[config.mk]
export PLATFORM = sky130hd
export DESIGN_NAME = mem_arbiter_flat
export DESIGN_NICKNAME = d
export VERILOG_FILES = /design/src/rtl/mem_arbiter_if.sv /design/src/rtl/mem_arbiter.sv /design/src/flat_wrapper.sv
export SDC_FILE = /design/constraint.sdc
export NUM_CORES = 1
export LEC_CHECK = 0
export ABC_AREA = 1
export ABC_CLOCK_PERIOD_IN_PS = 6700
export CAP_MARGIN = 20
export CORE_ASPECT_RATIO = 1.4
export CORE_MARGIN = 8
export CORE_UTILIZATION = 43
export CTS_CLUSTER_DIAMETER = 30
export DETAILED_ROUTE_END_ITERATION = 12
export PLACE_DENSITY_LB_ADDON = 0.05
export SYNTH_ARGS = -nofsm -noshare
export SYNTH_HDL_FRONTEND = slang
export SYNTH_SLANG_ARGS = --single-unit
[constraint.sdc]
create_clock -name clk -period 6.7 [get_ports clk]
set_input_delay 1.34 -clock clk [delete_from_list [all_inputs] [get_ports clk]]
set_output_delay 1.34 -clock clk [all_outputs]
set_load 0.01 [all_outputs]
[src/rtl/mem_arbiter_if.sv]
// Signal bundle shared by the CPU and VGA masters, the memory arbiter and the
// memory/peripheral bus behind it.
interface mem_arbiter_if #(
  parameter int ADDR_W = 32,
  parameter int DATA_W = 32
);
  logic              cpu_req;
  logic              cpu_we;
  logic [ADDR_W-1:0] cpu_addr;
  logic [DATA_W-1:0] cpu_wdata;
  logic [DATA_W-1:0] cpu_rdata;
  logic              cpu_ack;
  logic              cpu_err;

  logic              vga_req;
  logic [ADDR_W-1:0] vga_addr;
  logic [DATA_W-1:0] vga_rdata;
  logic              vga_ack;
  logic              vga_err;

  logic              mem_req;
  logic              mem_we;
  logic [ADDR_W-1:0] mem_addr;
  logic [DATA_W-1:0] mem_wdata;
  logic [DATA_W-1:0] mem_rdata;
  logic              mem_ack;

  // The arbiter serves both masters and in turn drives the memory bus.
  modport slave (
    input  cpu_req, cpu_we, cpu_addr, cpu_wdata, vga_req, vga_addr,
           mem_rdata, mem_ack,
    output cpu_rdata, cpu_ack, cpu_err, vga_rdata, vga_ack, vga_err,
           mem_req, mem_we, mem_addr, mem_wdata
  );

  modport master (
    output cpu_req, cpu_we, cpu_addr, cpu_wdata, vga_req, vga_addr,
           mem_rdata, mem_ack,
    input  cpu_rdata, cpu_ack, cpu_err, vga_rdata, vga_ack, vga_err,
           mem_req, mem_we, mem_addr, mem_wdata
  );
endinterface

[src/rtl/mem_arbiter.sv]
// Shares the single SoC memory port between the CPU and the VGA scan-out reader:
// VGA-priority arbitration, CPU starvation guard and a no-ack timeout watchdog.
module mem_arbiter #(
  parameter int ADDR_W         = 32,
  parameter int DATA_W         = 32,
  parameter int CPU_STARVE_MAX = 4,
  parameter int TIMEOUT        = 255
) (
  input  logic         clk,
  input  logic         reset,
  mem_arbiter_if.slave bus
);

  localparam int SW = $clog2(CPU_STARVE_MAX + 1);
  localparam int TW = $clog2(TIMEOUT + 1);
  localparam logic [SW-1:0] STARVE_MAX = SW'(CPU_STARVE_MAX);
  localparam logic [TW-1:0] TMO_LAST   = TW'(TIMEOUT - 1);

  typedef enum logic [1:0] {IDLE, BUS_CPU, BUS_VGA, DONE} state_t;

  state_t        state;
  logic [SW-1:0] starve_cnt;
  logic [TW-1:0] tmo_cnt;
  logic          grant_cpu;
  logic          grant_vga;

  function automatic logic [SW-1:0] starve_inc(input logic [SW-1:0] c);
    return (c == STARVE_MAX) ? c : c + SW'(1);
  endfunction

  // VGA wins ties until the CPU has been passed over CPU_STARVE_MAX times.
  always_comb begin
    grant_vga = bus.vga_req && !(bus.cpu_req && (starve_cnt == STARVE_MAX));
    grant_cpu = bus.cpu_req && !grant_vga;
  end

  always_ff @(posedge clk or posedge reset) begin
    if (reset) begin
      state         <= IDLE;
      starve_cnt    <= '0;
      tmo_cnt       <= '0;
      bus.mem_req   <= 1'b0;
      bus.mem_we    <= 1'b0;
      bus.mem_addr  <= {ADDR_W{1'b0}};
      bus.mem_wdata <= {DATA_W{1'b0}};
      bus.cpu_ack   <= 1'b0;
      bus.cpu_err   <= 1'b0;
      bus.cpu_rdata <= {DATA_W{1'b0}};
      bus.vga_ack   <= 1'b0;
      bus.vga_err   <= 1'b0;
      bus.vga_rdata <= {DATA_W{1'b0}};
    end else begin
      case (state)
        IDLE: begin
          if (grant_cpu) begin
            bus.mem_req   <= 1'b1;
            bus.mem_we    <= bus.cpu_we;
            bus.mem_addr  <= bus.cpu_addr;
            bus.mem_wdata <= bus.cpu_wdata;
            tmo_cnt       <= '0;
            starve_cnt    <= '0;
            state         <= BUS_CPU;
          end else if (grant_vga) begin
            bus.mem_req   <= 1'b1;
            bus.mem_we    <= 1'b0;
            bus.mem_addr  <= bus.vga_addr;
            bus.mem_wdata <= {DATA_W{1'b0}};
            tmo_cnt       <= '0;
            starve_cnt    <= bus.cpu_req ? starve_inc(starve_cnt) : '0;
            state         <= BUS_VGA;
          end else if (!bus.cpu_req) begin
            starve_cnt <= '0;
          end
        end

        // A real mem_ack beats the watchdog when both land on the same cycle.
        BUS_CPU, BUS_VGA: begin
          tmo_cnt <= tmo_cnt + TW'(1);
          if (bus.mem_ack || (tmo_cnt == TMO_LAST)) begin
            bus.mem_req <= 1'b0;
            state       <= DONE;
            if (state == BUS_CPU) begin
              bus.cpu_ack   <= 1'b1;
              bus.cpu_err   <= !bus.mem_ack;
              bus.cpu_rdata <= (bus.mem_ack && !bus.mem_we) ? bus.mem_rdata : {DATA_W{1'b0}};
            end else begin
              bus.vga_ack   <= 1'b1;
              bus.vga_err   <= !bus.mem_ack;
              bus.vga_rdata <= bus.mem_ack ? bus.mem_rdata : {DATA_W{1'b0}};
            end
          end
        end

        // One quiet cycle lets the served master drop its request.
        DONE: begin
          bus.cpu_ack <= 1'b0;
          bus.cpu_err <= 1'b0;
          bus.vga_ack <= 1'b0;
          bus.vga_err <= 1'b0;
          state       <= IDLE;
        end

        default: state <= IDLE;
      endcase
    end
  end

endmodule

[src/flat_wrapper.sv]
// flat-port wrapper written by rule: the top's interface ports become plain ports
module mem_arbiter_flat 
#(
  parameter int ADDR_W         = 32,
  parameter int DATA_W         = 32,
  parameter int CPU_STARVE_MAX = 4,
  parameter int TIMEOUT        = 255
)
  (clk, reset, bus_cpu_req, bus_cpu_we, bus_cpu_addr, bus_cpu_wdata, bus_vga_req, bus_vga_addr, bus_mem_rdata, bus_mem_ack, bus_cpu_rdata, bus_cpu_ack, bus_cpu_err, bus_vga_rdata, bus_vga_ack, bus_vga_err, bus_mem_req, bus_mem_we, bus_mem_addr, bus_mem_wdata);
  mem_arbiter_if #(.ADDR_W(ADDR_W), .DATA_W(DATA_W)) bus_i ();
  input  logic clk;
  input  logic reset;
  input wire logic [$bits(bus_i.cpu_req)-1:0] bus_cpu_req;
  input wire logic [$bits(bus_i.cpu_we)-1:0] bus_cpu_we;
  input wire logic [$bits(bus_i.cpu_addr)-1:0] bus_cpu_addr;
  input wire logic [$bits(bus_i.cpu_wdata)-1:0] bus_cpu_wdata;
  input wire logic [$bits(bus_i.vga_req)-1:0] bus_vga_req;
  input wire logic [$bits(bus_i.vga_addr)-1:0] bus_vga_addr;
  input wire logic [$bits(bus_i.mem_rdata)-1:0] bus_mem_rdata;
  input wire logic [$bits(bus_i.mem_ack)-1:0] bus_mem_ack;
  output wire logic [$bits(bus_i.cpu_rdata)-1:0] bus_cpu_rdata;
  output wire logic [$bits(bus_i.cpu_ack)-1:0] bus_cpu_ack;
  output wire logic [$bits(bus_i.cpu_err)-1:0] bus_cpu_err;
  output wire logic [$bits(bus_i.vga_rdata)-1:0] bus_vga_rdata;
  output wire logic [$bits(bus_i.vga_ack)-1:0] bus_vga_ack;
  output wire logic [$bits(bus_i.vga_err)-1:0] bus_vga_err;
  output wire logic [$bits(bus_i.mem_req)-1:0] bus_mem_req;
  output wire logic [$bits(bus_i.mem_we)-1:0] bus_mem_we;
  output wire logic [$bits(bus_i.mem_addr)-1:0] bus_mem_addr;
  output wire logic [$bits(bus_i.mem_wdata)-1:0] bus_mem_wdata;
  assign bus_i.cpu_req = bus_cpu_req;
  assign bus_i.cpu_we = bus_cpu_we;
  assign bus_i.cpu_addr = bus_cpu_addr;
  assign bus_i.cpu_wdata = bus_cpu_wdata;
  assign bus_i.vga_req = bus_vga_req;
  assign bus_i.vga_addr = bus_vga_addr;
  assign bus_i.mem_rdata = bus_mem_rdata;
  assign bus_i.mem_ack = bus_mem_ack;
  assign bus_cpu_rdata = bus_i.cpu_rdata;
  assign bus_cpu_ack = bus_i.cpu_ack;
  assign bus_cpu_err = bus_i.cpu_err;
  assign bus_vga_rdata = bus_i.vga_rdata;
  assign bus_vga_ack = bus_i.vga_ack;
  assign bus_vga_err = bus_i.vga_err;
  assign bus_mem_req = bus_i.mem_req;
  assign bus_mem_we = bus_i.mem_we;
  assign bus_mem_addr = bus_i.mem_addr;
  assign bus_mem_wdata = bus_i.mem_wdata;
  mem_arbiter #(.ADDR_W(ADDR_W), .DATA_W(DATA_W), .CPU_STARVE_MAX(CPU_STARVE_MAX), .TIMEOUT(TIMEOUT)) u_core (.clk(clk), .reset(reset), .bus(bus_i));
endmodule
==> key figures, run 1 <==
Timing
  – Transition time of the tightest slew-check pin: 1070 ps
  – Shortest period the worst path allows: 3490 ps
  – Setup repair after global routing missed its margin: false
  – Upper clock frequency limit: 287 MHz
  – Clk_skew: 16.9 ps
  – Final worst path period share: 0.521
  – Setup-violating endpoint count in the final report: 0
  – Worst setup slack after layout: 3210 ps
  – Remaining max-slew budget at the tightest pin: 0.287
  – Final number of max-transition violations: 0
  – Sum Neg Setup Slack: 0 ps
  – Count of final hold-check violations: 0

Drt
  – Number of vias per cell after detailed routing: 5.02
  – DR DRC count: 0
  – Post-DRT Antenna Nets: 0
  – Total number of vias: 5963
  – Total iterations of the first detailed-routing run: 5
  – DRC marker count from the first detailed-route iteration: 403
  – Total length of routed wires: 20300 um
  – Per-cell routed wire length: 17.1 um

CTS
  – Max H-tree Level: 4
  – Number of buffers on the longest clock path: 2
  – Post-cts gate resize count: 0
  – Clock latency at the later pin of the worst-skew pair: 430 ps
  – Clock tree from TritonCTS: done
  – Post-CTS Setup Bufs: 0
  – Clock sinks: 147
  – Buffer cell driving the clock tree root: sky130_fd_sc_hd__clkbuf_16
  – Hold-fix buffers, CTS: 0
  – Clock transition at the registers of the reported paths: 60 ps
  – Num CTS Buffers: 17

Floorplan
  – Core Footprint: 15000 um2
  – Number of ports placed on the die boundary: 268
  – Height of the chip: 162 um
  – Site row count: 53
  – Initial core utilization: 0.438
  – Die X: 120 um
  – Die area: 19500 um2

Min path
  – Hold/Removal Path Class: register to register
  – Cell count of the worst hold path: 2

Setup path
  – Cell mode on critical path: sky130_fd_sc_hd__nor2_4
  – Startpoint class of the critical path: input pin
  – WP data required: 7030 ps
  – CP max-delay cell: sky130_fd_sc_hd__nor2_4
  – Number of cells on the worst reg-to-reg path: 7
  – Critical path endpoint category: register
  – Arrival time reported for the critical path endpoint: 3820 ps
  – Largest stage delay on the critical path: 840 ps
  – Cell Chain, Critical Path: clkdlybuf4s50_1 -> nor2_4 -> nor2_4 -> buf_4 -> nor2_1 -> a31oi_1
  – Crit path max fanout: 50
  – Category of the critical setup timing path: input pin to register

Synth
  – Avg Cell Area, Syn: 8.89 um2
  – Synthesized instance count: 738
  – Synth Register Bits: 147
  – Post-synthesis instance area: 6560 um2
  – Area leader, netlist: sky130_fd_sc_hd__dfrtp_1
  – Share of the yosys chip area belonging to registers: 0.561
  – Synth warn: 0
  – Ranking of synthesized cells by area: sky130_fd_sc_hd__dfrtp_1, sky130_fd_sc_hd__nand2_1, sky130_fd_sc_hd__nand3_1
  – Fraction of synthesized cell area taken by the top area cell type: 0.561
  – Netlist cell types: 29
  – Number of nets in the synthesized netlist: 881

Placement
  – # port buffers: 267
  – GPL Wtd Cong: 0.786
  – Placement-stage worst setup slack: 2770 ps
  – Post-DP HPWL: 14400 um

Layout
  – Layout-stage area growth over the synthesis result: 50.9%
  – Proportion of layout cells with a drive suffix above 1: 0.0824
  – FF/Latch Area: 3680 um2
  – Number of filler cells placed in the layout: 1263
  – Multi-input gate area: 2530 um2
  – Number of nets in the final layout: 1126

Power and ir drop
  – Switching power: 1.69 mW
  – Internal power summed over all cells: 2.92 mW
  – Power per standard cell area: 466 nW/um2
  – Static leakage power: 4.53 nW
  – Clock network fraction of total power: 0.208
  – Switching share of power: 0.367
  – Flop pwr share: 0.334
  – Maximum VDD drop: 212 uV
  – Combinational cell fraction of total power: 0.458

Global routing
  – Remaining global-route overflow: 0
  – Met1 Resource Use GR: 0.236
  – Antenna violations before repair: 2
  – Most crowded layer after global routing: met2
  – Vias in the first global route: 6057
  – GRT met3 Usage: 0.0889
  – Total global routing track utilization: 0.208
  – Global-route met2 utilization: 0.340
  – Global-route wire length before repair: 32300 um
  – Pin count of the biggest net entering global routing: 103

Status
  – Outcome: completed

Flow run
  – Max-cap check violation count: 0
## critical path: cells and delay by family
family                 cells  cell delay [ps]
AO/OA/AOI/OAI              1              170
buffers and inverters      2             1180
AND/OR/NAND/NOR            3             1110
## sequential cells by signal, indices dropped and copies added, names as in the netlist
signal,count
u_core.bus.cpu_err,1
u_core.bus.mem_addr,32
u_core.bus.mem_req,1
u_core.state,2
u_core.starve_cnt,3
u_core.bus.cpu_rdata,32
u_core.bus.mem_we,1
u_core.bus.vga_ack,1
u_core.tmo_cnt,8
u_core.bus.vga_rdata,32
u_core.bus.vga_err,1
u_core.bus.mem_wdata,32
u_core.bus.cpu_ack,1
## kinds of logic (layout without fill, tap and decap cells)
kind of cell | after synthesis | after routing | synth area share
compound gates | 114 | 114 | 0.114
xor+xnor | 1 | 1 | 0.00134
fa+ha+maj | 9 | 9 | 0.0172
buf+inv | 71 | 328 | 0.0546
flops | 147 | 147 | 0.561
other cells | 0 | 1 | 0
simple gates | 396 | 396 | 0.252
## final cells by class
cell class,count,area share
Timing Repair Buffer,273,0.279
Tap cell,192,0.0243
Multi-Input combinational cell,520,0.256
Clock inverter,14,0.0168
Sequential cell,147,0.372
Antenna cell,1,0.000253
Clock buffer,17,0.0430
Inverter,24,0.00961
## layout by cell type, fill, tap and decap left out, drive strengths merged, types with 2 or more instances in the layout
cell type      synthesis  routed
nand2                269     269
clkdlybuf4s50          0     267
dfrtp                147     147
nand3                 76      76
o21ai                 71      71
nor2                  39      39
a31oi                 32      32
inv                   24      32
clkbuf                17      17
nand4                 11      11
ha                     9       9
buf                   30       6
a21oi                  5       5
clkinvlp               0       3
o22ai                  2       2
o21bai                 2       2
bufinv                 0       2
## metrics by stage
stage	hold slack (ps)	utilization	cells	total power [mW]	area, um2
after floorplan	487	-	738	2.53	6560
after global placement	452	0.617	1154	3.62	9250
after detailed placement	458	0.617	1154	3.66	9250
after CTS	473	0.656	1185	4.63	9840
after global routing	495	0.660	1188	4.92	9890
final	471	0.660	1188	4.61	9890
## cell usage after synthesis (all sizes together)
cell type / n
nand2: 269
dfrtp: 147
nand3: 76
o21ai: 71
nor2: 39
a31oi: 32
buf: 30
inv: 24
clkbuf: 17
nand4: 11
ha: 9
a21oi: 5
o21bai: 2
o22ai: 2
a21boi: 1
nand3b: 1
o31ai: 1
xnor2: 1
## layer usage
metal	routed length [um]	vias to the layer above
met5	13	-
met4	459	2
met3	2050	26
met2	9790	239
met1	8020	2771
li1	-	2925
## power by group through the flow
| stage | Combinational, mW | Sequential (mW) | Clock [mW] |
|---|---|---|---|
| floorplan | 0.818 | 1.72 | 0 |
| global placement | 2.09 | 1.53 | 0 |
| detailed placement | 2.12 | 1.54 | 0 |
| CTS | 2.12 | 1.54 | 0.976 |
| global route | 2.31 | 1.59 | 1.01 |
| finish | 2.11 | 1.54 | 0.961 |
## path summary, 6_finish.rpt
| path | from | endpoint | slack (ps) |
|---|---|---|---|
| max | bus_cpu_req | u_core.bus.mem_addr[22] | 3210 |
| min | u_core.bus.mem_req | u_core.bus.mem_req | 470 |
| max reg2reg | u_core.state[0] | u_core.bus.mem_addr[22] | 3710 |
| min reg2reg | u_core.bus.mem_req | u_core.bus.mem_req | 470 |
| max in group asynchronous | reset | u_core.bus.mem_addr[2] | 4010 |
| min in group asynchronous | reset | u_core.bus.mem_wdata[6] | 1500 |
No activity file was read; power rests on OpenSTA's default activity.
==> run 2, diff against run 1 <==
Settings changed: ABC_CLOCK_PERIOD_IN_PS 6700 to 2900, CORE_UTILIZATION 43 to 39.
Clock period 6.7 ns to 2.9 ns, I/O delays scaled along.
==> key figures, run 2 (same netlist as run 1, synthesis figures left out) <==
Timing
  – Transition time of the tightest slew-check pin: 687 ps
  – Clk_skew: 9.38 ps
  – Final number of max-transition violations: 0
  – Final worst path period share: 0.702
  – Setup repair after global routing missed its margin: false
  – Count of final hold-check violations: 0
  – Upper clock frequency limit: 492 MHz
  – Remaining max-slew budget at the tightest pin: 0.540
  – Shortest period the worst path allows: 2030 ps
  – Worst setup slack after layout: 865 ps
  – Setup-violating endpoint count in the final report: 0
  – Worst Hold Margin: 467 ps
  – Sum Neg Setup Slack: 0 ps

CTS
  – Clock transition at the registers of the reported paths: 60 ps
  – Post-CTS Setup Bufs: 0
  – Clock tree from TritonCTS: done
  – Clock sinks: 147
  – Post-cts gate resize count: 0
  – Number of buffers on the longest clock path: 2
  – Num CTS Buffers: 17
  – Max H-tree Level: 4
  – Hold-fix buffers, CTS: 0
  – Clock latency at the later pin of the worst-skew pair: 420 ps
  – Buffer cell driving the clock tree root: sky130_fd_sc_hd__clkbuf_16

Drt
  – DRC marker count from the first detailed-route iteration: 363
  – Number of vias per cell after detailed routing: 4.91
  – Total length of routed wires: 20400 um
  – Post-DRT Antenna Nets: 0
  – Per-cell routed wire length: 16.9 um
  – Total number of vias: 5916
  – DR DRC count: 0
  – Total iterations of the first detailed-routing run: 4

Floorplan
  – Core Footprint: 16600 um2
  – Initial core utilization: 0.395
  – Die area: 21300 um2
  – Site row count: 56
  – Die X: 126 um
  – Number of ports placed on the die boundary: 268
  – Height of the chip: 169 um

Placement
  – Placement-stage worst setup slack: 410 ps
  – GPL Wtd Cong: 0.805
  – Post-DP HPWL: 14200 um
  – # port buffers: 267

Layout
  – Commonest cells after routing, fill and taps aside: sky130_fd_sc_hd__clkdlybuf4s50_1, sky130_fd_sc_hd__nand2_1, sky130_fd_sc_hd__dfrtp_1
  – Proportion of layout cells with a drive suffix above 1: 0.0879
  – Number of nets in the final layout: 1132
  – Number of filler cells placed in the layout: 1466
  – Layout-stage area growth over the synthesis result: 52.5%
  – Most frequent standard cell in the layout excluding fill and tap cells: sky130_fd_sc_hd__clkdlybuf4s50_1

Setup path
  – WP data required: 3200 ps
  – Category of the critical setup timing path: input pin to register
  – Critical path endpoint category: register
  – Startpoint class of the critical path: input pin
  – Arrival time reported for the critical path endpoint: 2330 ps
  – Crit path max fanout: 66

Global routing
  – Global-route wire length before repair: 32800 um
  – Antenna violations before repair: 1
  – Vias in the first global route: 6040
  – Pin count of the biggest net entering global routing: 120
  – Total global routing track utilization: 0.194
  – Remaining global-route overflow: 0

Power and ir drop
  – Maximum VDD drop: 481 uV
  – Power per standard cell area: 1080 nW/um2
  – Static leakage power: 4.57 nW
  – Power consumption: 10.8 mW

Min path
  – Hold/Removal Path Class: register to register

Status
  – Outcome: completed

Flow run
  – Max-cap check violation count: 0
[run 2: cell count changes in the layout (fill, tap and decap cells not counted)]
cell	change
sky130_fd_sc_hd__inv_6	-5
sky130_fd_sc_hd__buf_4	+4
sky130_fd_sc_hd__buf_12	+3
sky130_fd_sc_hd__buf_16	-2
sky130_fd_sc_hd__bufinv_16	+2
sky130_fd_sc_hd__clkbuf_8	+2
sky130_fd_sc_hd__clkinv_2	+2
sky130_fd_sc_hd__inv_8	-2
sky130_fd_sc_hd__buf_8	+1
sky130_fd_sc_hd__clkinvlp_4	+1
[run 2: critical path, cell delays in order]
cell and delay, ps:
sky130_fd_sc_hd__clkdlybuf4s50_1 610, sky130_fd_sc_hd__inv_2 90, sky130_fd_sc_hd__a21oi_4 120, sky130_fd_sc_hd__buf_4 570
sky130_fd_sc_hd__nand2_1 150, sky130_fd_sc_hd__o21ai_0 110, sky130_fd_sc_hd__o21ai_0 110
[run 2: metrics by stage]
step	cell area, um2	cells	util
after global routing	10000	1205	0.602
after detailed placement	9350	1172	0.563
after CTS	9980	1203	0.601
final	10000	1205	0.602
after global placement	9350	1172	0.563
after floorplan	6560	738	-
[run 2: cell type report]
| cell class | instances | area [um2] | area share |
|---|---|---|---|
| Tap cell | 203 | 254 | 0.0254 |
| Multi-Input combinational cell | 520 | 2530 | 0.253 |
| Clock buffer | 19 | 453 | 0.0453 |
| Timing Repair Buffer | 279 | 2810 | 0.281 |
| Inverter | 24 | 93.8 | 0.00939 |
| Clock inverter | 12 | 179 | 0.0179 |
| Antenna cell | 1 | 2.50 | 0.000250 |
| Sequential cell | 147 | 3680 | 0.368 |
[run 2: final timing paths]
kind / slack [ps] / start / endpoint / cells past startpoint
min in group asynchronous: 630 / reset / u_core.bus.cpu_rdata[9] / 3
setup reg to reg: 970 / u_core.starve_cnt[0] / u_core.state[1] / 8
hold / removal: 470 / u_core.bus.vga_ack / u_core.bus.vga_ack / 2
max in group asynchronous: 1710 / reset / u_core.bus.mem_we / 3
setup / recovery: 870 / bus_cpu_req / u_core.state[1] / 7
hold reg to reg: 470 / u_core.bus.vga_ack / u_core.bus.vga_ack / 2
[run 2: routing by layer]
metal,global-route usage,wire length [um],vias up
li1,-,-,2931
met1,0.219,8320,2747
met2,0.311,9680,216
met3,0.0906,1940,22
met4,0.0818,438,0
met5,0,0,-
[run 2: where the power goes]
group          switching [mW]  total (mW)  internal (mW)
clock network           0.891        2.38           1.48
logic                    2.42        4.85           2.43
registers               0.523        3.54           3.02
total                    3.83        10.8           6.94
==> run 3, diff against run 2 <==
Settings changed: ABC_CLOCK_PERIOD_IN_PS 2900 to 1700.
Clock period 2.9 ns to 1.7 ns, I/O delays scaled along.
==> key figures, run 3 (same netlist as run 1, synthesis figures left out) <==
Status
  – Outcome: completed

Layout
  – FF/Latch Area: 3680 um2
  – Number of nets in the final layout: 1161
  – Layout-stage area growth over the synthesis result: 59.1%
  – Proportion of layout cells with a drive suffix above 1: 0.113
  – Commonest cells after routing, fill and taps aside: sky130_fd_sc_hd__nand2_1, sky130_fd_sc_hd__clkdlybuf4s50_1, sky130_fd_sc_hd__dfrtp_1
  – Number of filler cells placed in the layout: 1468
  – Most frequent standard cell in the layout excluding fill and tap cells: sky130_fd_sc_hd__nand2_1
  – Multi-input gate area: 2530 um2
  – Total non-filler cell area in the finished layout: 10400 um2
  – Cell Count, Final, Fillers Out: 1233

CTS
  – Clock latency at the later pin of the worst-skew pair: 410 ps
  – Clock sinks: 147
  – Clock transition at the registers of the reported paths: 60 ps
  – Clock tree from TritonCTS: done
  – Buffer cell driving the clock tree root: sky130_fd_sc_hd__clkbuf_16
  – Hold-fix buffers, CTS: 0
  – Max H-tree Level: 4
  – Num CTS Buffers: 17
  – Number of buffers on the longest clock path: 2

Timing
  – Final number of max-transition violations: 0
  – Setup-violating endpoint count in the final report: 0
  – Shortest period the worst path allows: 1670 ps
  – Worst Hold Margin: 301 ps
  – Transition time of the tightest slew-check pin: 471 ps
  – Sum Neg Setup Slack: 0 ps
  – Clk_skew: 5.01 ps
  – Setup repair after global routing missed its margin: false
  – Final worst path period share: 0.981
  – Count of final hold-check violations: 0
  – Upper clock frequency limit: 599 MHz
  – Remaining max-slew budget at the tightest pin: 0.685

Drt
  – Total number of vias: 6004
  – Number of vias per cell after detailed routing: 4.87
  – DR DRC count: 0
  – DRC marker count from the first detailed-route iteration: 309
  – Post-DRT Antenna Nets: 0
  – Total iterations of the first detailed-routing run: 4
  – Total length of routed wires: 20700 um
  – Per-cell routed wire length: 16.8 um

Floorplan
  – Die X: 126 um
  – Number of ports placed on the die boundary: 268
  – Site row count: 56
  – Height of the chip: 169 um
  – Die area: 21300 um2
  – Core Footprint: 16600 um2
  – Initial core utilization: 0.395

Global routing
  – Global-route wire length before repair: 33300 um
  – Total global routing track utilization: 0.196
  – Remaining global-route overflow: 0
  – Pin count of the biggest net entering global routing: 47
  – Vias in the first global route: 6213
  – Antenna violations before repair: 2

Power and ir drop
  – Power per standard cell area: 1730 nW/um2
  – Maximum VDD drop: 865 uV
  – Static leakage power: 5.56 nW

Placement
  – GPL Wtd Cong: 0.777
  – Cell area after placement: 9680 um2
  – Post-DP HPWL: 15200 um
  – # port buffers: 267
  – Number of instances in the placed design: 1200

Setup path
  – Crit path max fanout: 2
  – Cell Chain, Critical Path: clkdlybuf4s50_1
  – Arrival time reported for the critical path endpoint: 1330 ps
  – WP data required: 1360 ps
  – Critical path endpoint category: output port
  – CP max-delay cell: sky130_fd_sc_hd__clkdlybuf4s50_1
  – Startpoint class of the critical path: register
  – Largest stage delay on the critical path: 570 ps
  – Category of the critical setup timing path: register to output port
  – CP Buf/Inv Count: 1
  – Worst path top cell family by delay: buffers and inverters

Flow run
  – Max-cap check violation count: 0

Min path
  – Hold/Removal Path Class: input pin to async pin
[run 3: cell types whose count changed in the layout (fill, tap and decap cells not counted), sizes merged, moves of 2 or more]
cell           before  now
inv                25   23
clkdlybuf4s50     267  194
clkinvlp            4    1
dlygate4sd2         0   10
bufinv              4    2
buf                12   40
dlymetal6s2s        0   63
clkbuf             19   24
[run 3: worst paths after layout]
path / start / to / slack (ps) / cells after the start
worst max-delay path: u_core.bus.mem_wdata[23] / bus_mem_wdata[23] / 30 / 1
worst min-delay path: reset / u_core.bus.cpu_rdata[5] / 300 / 2
worst max register to register: u_core.starve_cnt[0] / u_core.bus.mem_wdata[27] / 160 / 8
worst min register to register: u_core.bus.vga_rdata[9] / u_core.bus.vga_rdata[9] / 460 / 2
max in group asynchronous: reset / u_core.bus.mem_addr[26] / 900 / 3
min in group clk: u_core.bus.vga_rdata[9] / u_core.bus.vga_rdata[9] / 460 / 2
[run 3: what timing repair did]
| item | 4_1_cts | 5_1_grt |
|---|---|---|
| pin swaps | 0 | 1 |
| hold endpoints to repair | 0 | 0 |
| setup buffers | 0 | 1 |
| resized for setup | 10 | 68 |
| endpoints found under the setup margin | 10 | 97 |
| gates cloned | 0 | 1 |
[run 3: area by class of cell]
cell class                      instances  share of cell area
Timing Repair Buffer                  308               0.317
Multi-Input combinational cell        520               0.243
Sequential cell                       147               0.353
Inverter                               24             0.00899
Tap cell                              203              0.0243
Antenna cell                            2            0.000480
Clock buffer                           23              0.0458
Clock inverter                          6             0.00768
[run 3: metal layers]
layer	global-route usage	vias to the layer above	share of wire
met2	0.322	207	0.49
met3	0.0874	25	0.089
met1	0.221	2780	0.40
met4	0.0765	0	0.023
li1	-	2992	-
met5	0	-	0
[run 3: metrics by stage]
stage | setup WS, ps | total power, mW | util
CTS | 0.247 | 18.5 | 0.616
floorplan | -487 | 9.99 | -
global placement | -86.1 | 14.8 | 0.583
detailed placement | -138 | 14.8 | 0.583
global route | 0.237 | 19.4 | 0.628
finish | 31.9 | 18.1 | 0.628
[run 3: report_power, final]
group	switching, mW	internal, mW	leakage (nW)
sequential	0.842	5.15	1.85
clock	1.37	2.24	0.279
combinational	4.24	4.22	3.43
